[src/rtl/serial_subtractor.sv]
// Bit-serial unsigned subtractor: one full-subtractor cell plus a registered borrow,
// LSB-first, with valid/ready handshakes on the operand and result sides.
module serial_subtractor #(
    parameter int WIDTH = 8
) (
    input  logic             clk,
    input  logic             rst_n,
    input  logic             in_valid,
    output logic             in_ready,
    input  logic [WIDTH-1:0] a,
    input  logic [WIDTH-1:0] b,
    output logic             out_valid,
    input  logic             out_ready,
    output logic [WIDTH-1:0] diff,
    output logic             borrow_out
);
    localparam int CW = $clog2(WIDTH);
    localparam logic [CW-1:0] LAST = CW'(WIDTH - 1);

    typedef enum logic [1:0] {
        IDLE = 2'd0,
        RUN  = 2'd1,
        DONE = 2'd2
    } state_t;

    state_t            state_q;
    logic [WIDTH-1:0]  sa_q, sb_q, res_q, diff_q;
    logic              borrow_q, bout_q, ovalid_q;
    logic [CW-1:0]     cnt_q;

    logic              a0, b0, d_bit, borrow_d;
    logic [WIDTH-1:0]  res_d;

    always_comb begin
        a0       = sa_q[0];
        b0       = sb_q[0];
        d_bit    = a0 ^ b0 ^ borrow_q;
        borrow_d = (~a0 & b0) | (~(a0 ^ b0) & borrow_q);
        res_d    = {d_bit, res_q[WIDTH-1:1]};
    end

    always_ff @(posedge clk or negedge rst_n) begin
        if (!rst_n) begin
            state_q  <= IDLE;
            sa_q     <= '0;
            sb_q     <= '0;
            res_q    <= '0;
            borrow_q <= 1'b0;
            cnt_q    <= '0;
            diff_q   <= '0;
            bout_q   <= 1'b0;
            ovalid_q <= 1'b0;
        end else begin
            case (state_q)
                IDLE: begin
                    if (in_valid) begin
                        sa_q     <= a;
                        sb_q     <= b;
                        borrow_q <= 1'b0;
                        cnt_q    <= '0;
                        state_q  <= RUN;
                    end
                end
                RUN: begin
                    sa_q     <= sa_q >> 1;
                    sb_q     <= sb_q >> 1;
                    res_q    <= res_d;
                    borrow_q <= borrow_d;
                    // The last bit lands in diff on the same edge it is produced.
                    if (cnt_q == LAST) begin
                        diff_q   <= res_d;
                        bout_q   <= borrow_d;
                        ovalid_q <= 1'b1;
                        state_q  <= DONE;
                    end else begin
                        cnt_q <= cnt_q + CW'(1);
                    end
                end
                DONE: begin
                    if (out_ready) begin
                        ovalid_q <= 1'b0;
                        state_q  <= IDLE;
                    end
                end
                default: state_q <= IDLE;
            endcase
        end
    end

    assign in_ready   = (state_q == IDLE);
    assign out_valid  = ovalid_q;
    assign diff       = diff_q;
    assign borrow_out = bout_q;
endmodule
[config.mk]
export PLATFORM = sky130hd
export DESIGN_NAME = serial_subtractor
export DESIGN_NICKNAME = d
export VERILOG_FILES = /design/src/rtl/serial_subtractor.sv
export SDC_FILE = /design/constraint.sdc
export NUM_CORES = 1
export LEC_CHECK = 0
export BUFFER_PORTS_ARGS = -buffer_cell sky130_fd_sc_hd__buf_2
export CORE_MARGIN = 2
export CORE_UTILIZATION = 45
export CTS_BUF_LIST = sky130_fd_sc_hd__clkbuf_4 sky130_fd_sc_hd__clkbuf_8 sky130_fd_sc_hd__clkbuf_16
export DETAILED_ROUTE_END_ITERATION = 8
export PLACE_DENSITY = 0.76
export SLEW_MARGIN = 10
export SYNTH_ARGS = -nofsm -noshare
export SYNTH_HDL_FRONTEND = slang
export SYNTH_SLANG_ARGS = --single-unit
export TNS_END_PERCENT = 100
[constraint.sdc]
create_clock -name clk -period 1.45 [get_ports clk]
set_clock_uncertainty 0.05 [all_clocks]
set_input_delay 0.145 -clock clk [delete_from_list [all_inputs] [get_ports clk]]
set_output_delay 0.145 -clock clk [all_outputs]
set_load 0.02 [all_outputs]
# [After elaboration in Yosys (flattened, before gate mapping)]
# Index checks and enable logic that the tools add are counted.
[totals] out_inout_bits=11 inputBits=20 wordCells=48 reg_bits=40
[op_classes] bitwise=7 reduce_logical=8 n_eq_ne=7 add_sub_neg=1 n_mux=16
[ops] operator="one-hot mux 8 bit (2 select lines)" n=2
[ops] operator="2-to-1 mux 8 bit" n=2
[ops] operator="AND reduction 3 bit" n=3
[ops] operator="inequality test 2 bit (second input constant)" n=4
[ops] operator="2-to-1 mux 2 bit" n=3
[ops] operator="2-to-1 mux 3 bit" n=2
[ops] operator="one-hot mux 2 bit (3 select lines)" n=1
[ops] operator="one-hot mux 3 bit (2 select lines)" n=1
[ops] operator="one-hot mux 1 bit (2 select lines)" n=2
[ops] operator="AND reduction 2 bit" n=2
[ops] operator="nonzero test 2 bit" n=2
[ops] operator="adder 3 x 1 -> 3 bit (second input constant)" n=1
[ops] operator="== test 3 bit (second input constant)" n=1
[ops] operator="2-to-1 mux 1 bit" n=3
[ops] operator="bitwise AND 1 bit" n=2
[ops] operator="== test 2 x 1 -> 1 bit (second input constant)" n=1
[ops] operator="== test 2 bit (second input constant)" n=1
[ops] operator="zero test 2 bit" n=1
[ops] operator="NOT 1 bit" n=2
[ops] operator="bitwise XOR 1 bit" n=2
[ops] operator="bitwise OR 1 bit" n=1

# [Logic depth before layout (Yosys ltp)]
[logic_depth] ltp_word=5 mapped_depth=6 ltp_nobuf=5

# [Worst setup path after synthesis]
# OpenSTA, ideal clock, no wires.
[synth_timing] kind="flip-flop to flip-flop" startpoint="register cnt_q[0]" endpoint="register diff_q[0], in the netlist diff[0]" setup_slack_ns=-0.124 path_stages_with_launch=6 synth_period_minus_slack_ns=1.574 required_time_ns=1.275 path_buffers=1 setup_ns=0.125 arrival_ns=1.399 path_cell_list="dfrtp_1 ha_1 ha_1 nand3b_1 buf_6 mux2_4"
[synth_between] elab_chain_cells=2
[synth_lines] item="start: declaration" line_no="29" text="logic [CW-1:0] cnt_q;"
[synth_lines] item="start signal: assignment" line_no="76" text="cnt_q <= cnt_q + CW'(1);"
[synth_lines] item="== test 3 bit" line_no="70" text="if (cnt_q == LAST) begin"
[synth_lines] item="AND reduction 2 bit (no source line)"
[synth_lines] item="end signal: assignment" line_no="71" text="diff_q <= res_d;"
[synth_lines] item="end: declaration" line_no="27" text="logic [WIDTH-1:0] sa_q, sb_q, res_q, diff_q;"
# Every way passes these cells.
# A chain may end at the register's enable or synchronous reset.

# [Worst setup path after layout]
[layout_timing] startpoint="register cnt_q[1]" endpoint="register diff_q[1], in the netlist diff[1]"
# The elaborated chain is that of the path after synthesis.

==> results by group <==
Run status
  • Status: finished with violations
  • Violated checks: setup timing

Pwr
  • Logic gate share of total power: 42.1%
  • Switching pwr: 0.00167 W
  • Seq pwr share: 42.4%
  • Leakage: 0.996 nW
  • Max IR drop VDD: 1.03 mV
  • Internal: 0.00303 W
  • Sw frac: 35.5%
  • Pwr per Cell Area: 2200 nW/um^2
  • Clock share of power: 15.5%

STA
  • Tmin final: 1.50 ns
  • Fin. Hold Viols: 0
  • Fin worst setup slack: -0.0487 ns
  • Fmax: 667 MHz
  • RSZ-0062 raised after global routing: yes
  • Min Hold Slack: 0.0342 ns
  • Period utilization: 103%
  • Least-Margin Pin Slew: 0.479 ns
  • Max-slew violations: 0
  • Fin Setup TNS: -0.299 ns
  • Final setup viols: 8
  • Rel. slew slack: 68.1%

Worst setup path
  • Max FO, Critical Path: 10
  • Worst setup EP type: flop
  • Crit Reg-Reg Startpoint: cnt_q[1]
  • CP arrival: 1.63 ns
  • R2R cell count: 5
  • Critical Path Source: cnt_q[1]
  • CP Data Required Time: 1.58 ns
  • Critical path type: flop to flop
  • Reg2reg end: diff[1]
  • CP Capture Point: diff[1]
  • Crit path launch type: flop
  • R2r setup slk: -0.05 ns

Global routing
  • Vias in the first global route: 1253
  • GR Overflow Total: 0
  • Largest net degree at the start of global routing: 40
  • First-pass GRT wire length: 5.94 mm
  • Initial antenna violation count: 0
  • All-Layer GR Usage: 18.7%

Clocking
  • Clk_lat worst skew: 0.29 ns
  • CTS Buffer Depth: 2
  • CTS root buf: clkbuf_8
  • Cts bufs inserted: 5
  • Clk sinks: 39
  • Setup bufs post-CTS: 0
  • CTS tree: built
  • Clk pin slew, worst setup/hold paths: 0.07 ns
  • # H-tree levels: 2

Cells and area
  • Commonest non-fill, non-tap cells in the layout: dfrtp_1 (37), buf_2 (30), o22ai_1 (17), a21oi_1 (10), mux2_4 (8)
  • Nets@finish: 203
  • Commonest non-fill, non-tap cell in the layout: dfrtp_1
  • Area grow syn2layout: 22.1%
  • Layout cells sized above 1: 41.9%
  • ANT cells: 0

Detailed routing
  • Via density: 5.51
  • DRC viols: 0
  • Avg WL per Cell: 15.4 um
  • Total iterations of the first detailed-routing run: 4
  • Via Count: 1251
  • Total wire length: 3.50 mm
  • Routed Antenna Nets: 0
  • Drt initial violations: 62

Logic synthesis
  • Cell count after synthesis: 138
  • Leading register cell type out of synthesis: dfrtp_1
  • Synthesized area: 1750 um^2
  • Synth cell types: 26
  • Net Count, Synth: 162
  • Ys Warns: 0
  • Share of the yosys chip area belonging to registers: 55.7%
  • Syn avg cell area: 12.7 um^2
  • EDFF count, synth: 0
  • Async set or reset register ratio after synthesis: 100%
  • Yosys reg bits: 39

Floorplan
  • Die ar.: 4410 um^2
  • Core Rows: 22
  • Die Wd: 66.4 um
  • Starting Density: 47.5%
  • IO Count: 31
  • Die height: 66.4 um
  • Core area: 3690 um^2

Min path
  • Hold Crit Class: input pin to flop
  • Hold-critical path depth: 3

Place
  • Dpl hpwl: 2.53 mm
  • Port buffer count: 30
  • Routability Congestion: 0.796

Flow run
  • Max Cap Viol: 0
-- critical path, cell delays in order (launching register included) --
cell,delay [ns]
dfrtp_1,0.39
ha_2,0.21
ha_4,0.16
nand3b_1,0.12
buf_12,0.15
mux2_4,0.31
-- power by group through the flow --
stage | sequential [W] | clock [W] | combinational, W
floorplan | 0.00205 | 0 | 0.00135
global placement | 0.00195 | 0 | 0.00185
CTS | 0.00199 | 0.000753 | 0.00197
global route | 0.00207 | 0.000807 | 0.00219
detailed placement | 0.00200 | 0 | 0.00196
finish | 0.00199 | 0.000729 | 0.00198
-- layout make-up --
class	instances	area, um^2
repair buffers	42	274
flip-flops and latches	39	978
inverters	4	15.0
clock buffers	6	82.6
multi-input cells	87	724
clock inverters	1	5.00
well taps	48	60.1
fillers	321	1550
-- synthesized netlist by cell type, types with 2 or more instances --
| cell type | n | share of area [%] |
|---|---|---|
| nand2b_1 | 3 | 1.1 |
| a2bb2oi_1 | 4 | 2.0 |
| buf_2 | 2 | 0.57 |
| a21oi_1 | 10 | 2.9 |
| ha_1 | 3 | 2.1 |
| buf_6 | 3 | 1.9 |
| mux2_2 | 7 | 4.5 |
| nor2_1 | 4 | 0.86 |
| buf_4 | 3 | 1.3 |
| nand3b_1 | 5 | 2.1 |
| mux2_4 | 8 | 6.9 |
| o221a_2 | 4 | 2.6 |
| dfrtp_1 | 39 | 56 |
| o22ai_1 | 17 | 6.1 |
| nand2_1 | 4 | 0.86 |
| a22oi_1 | 2 | 0.86 |
| inv_1 | 4 | 0.86 |
| o21ai_0 | 6 | 1.7 |
| o2bb2ai_1 | 3 | 1.5 |
-- worst min path at each step --
| stage | startpoint | to | slack (ns) |
|---|---|---|---|
| floorplan | rst_n | borrow_out | -0.20 |
| global placement | rst_n | diff[1] | 0.17 |
| detailed placement | rst_n | diff[0] | 0.17 |
| CTS | b[7] | sb_q[7] | 0.03 |
| global route | a[7] | sa_q[7] | 0.06 |
| finish | b[7] | sb_q[7] | 0.03 |
-- per-layer routing --
metal  up-vias  GRT usage, %  wire length (um)
li1        596             -                 -
met1       610          23.2              1560
met2        40          29.6              1700
met3         5          6.47               188
met4         0          7.65                52
met5         -             0                 0
-- sequential cells by signal, indices dropped and copies added (netlist names) --
register    flops
sa_q            8
out_valid       1
sb_q            8
borrow_out      1
diff            8
borrow_q        1
state_q         2
cnt_q           3
res_q           7
-- stage by stage --
| stage | utilization, % | instance area (um^2) | instances | setup WS (ns) | power (W) |
|---|---|---|---|---|---|
| CTS | 57.7 | 2130 | 227 | -0.0528 | 0.00472 |
| global route | 58.0 | 2140 | 227 | -0.0913 | 0.00507 |
| global placement | 54.5 | 2010 | 218 | -0.00572 | 0.00381 |
| finish | 58.0 | 2140 | 227 | -0.0487 | 0.00470 |
| floorplan | - | 1770 | 138 | -0.0162 | 0.00340 |
| detailed placement | 54.5 | 2010 | 218 | -0.0503 | 0.00396 |
-- what timing repair did --
action,in CTS,in global routing
gates resized for setup,3,5
hold buffers,2,0
hold endpoints to repair,40,0
endpoints found under the setup margin,9,19
-- cell families (layout without fill, tap and decap cells) --
family	count (synthesis)	count (layout)	share of synthesized area (%)
adders and majority gates	4	4	3.29
buffers and inverters	12	53	4.64
DFF	39	39	55.7
and+or+nand+nor	21	21	7.00
muxes	15	15	11.4
AOI/OAI and AO/OA	47	47	18.0
(Power assumes the default switching activity.)
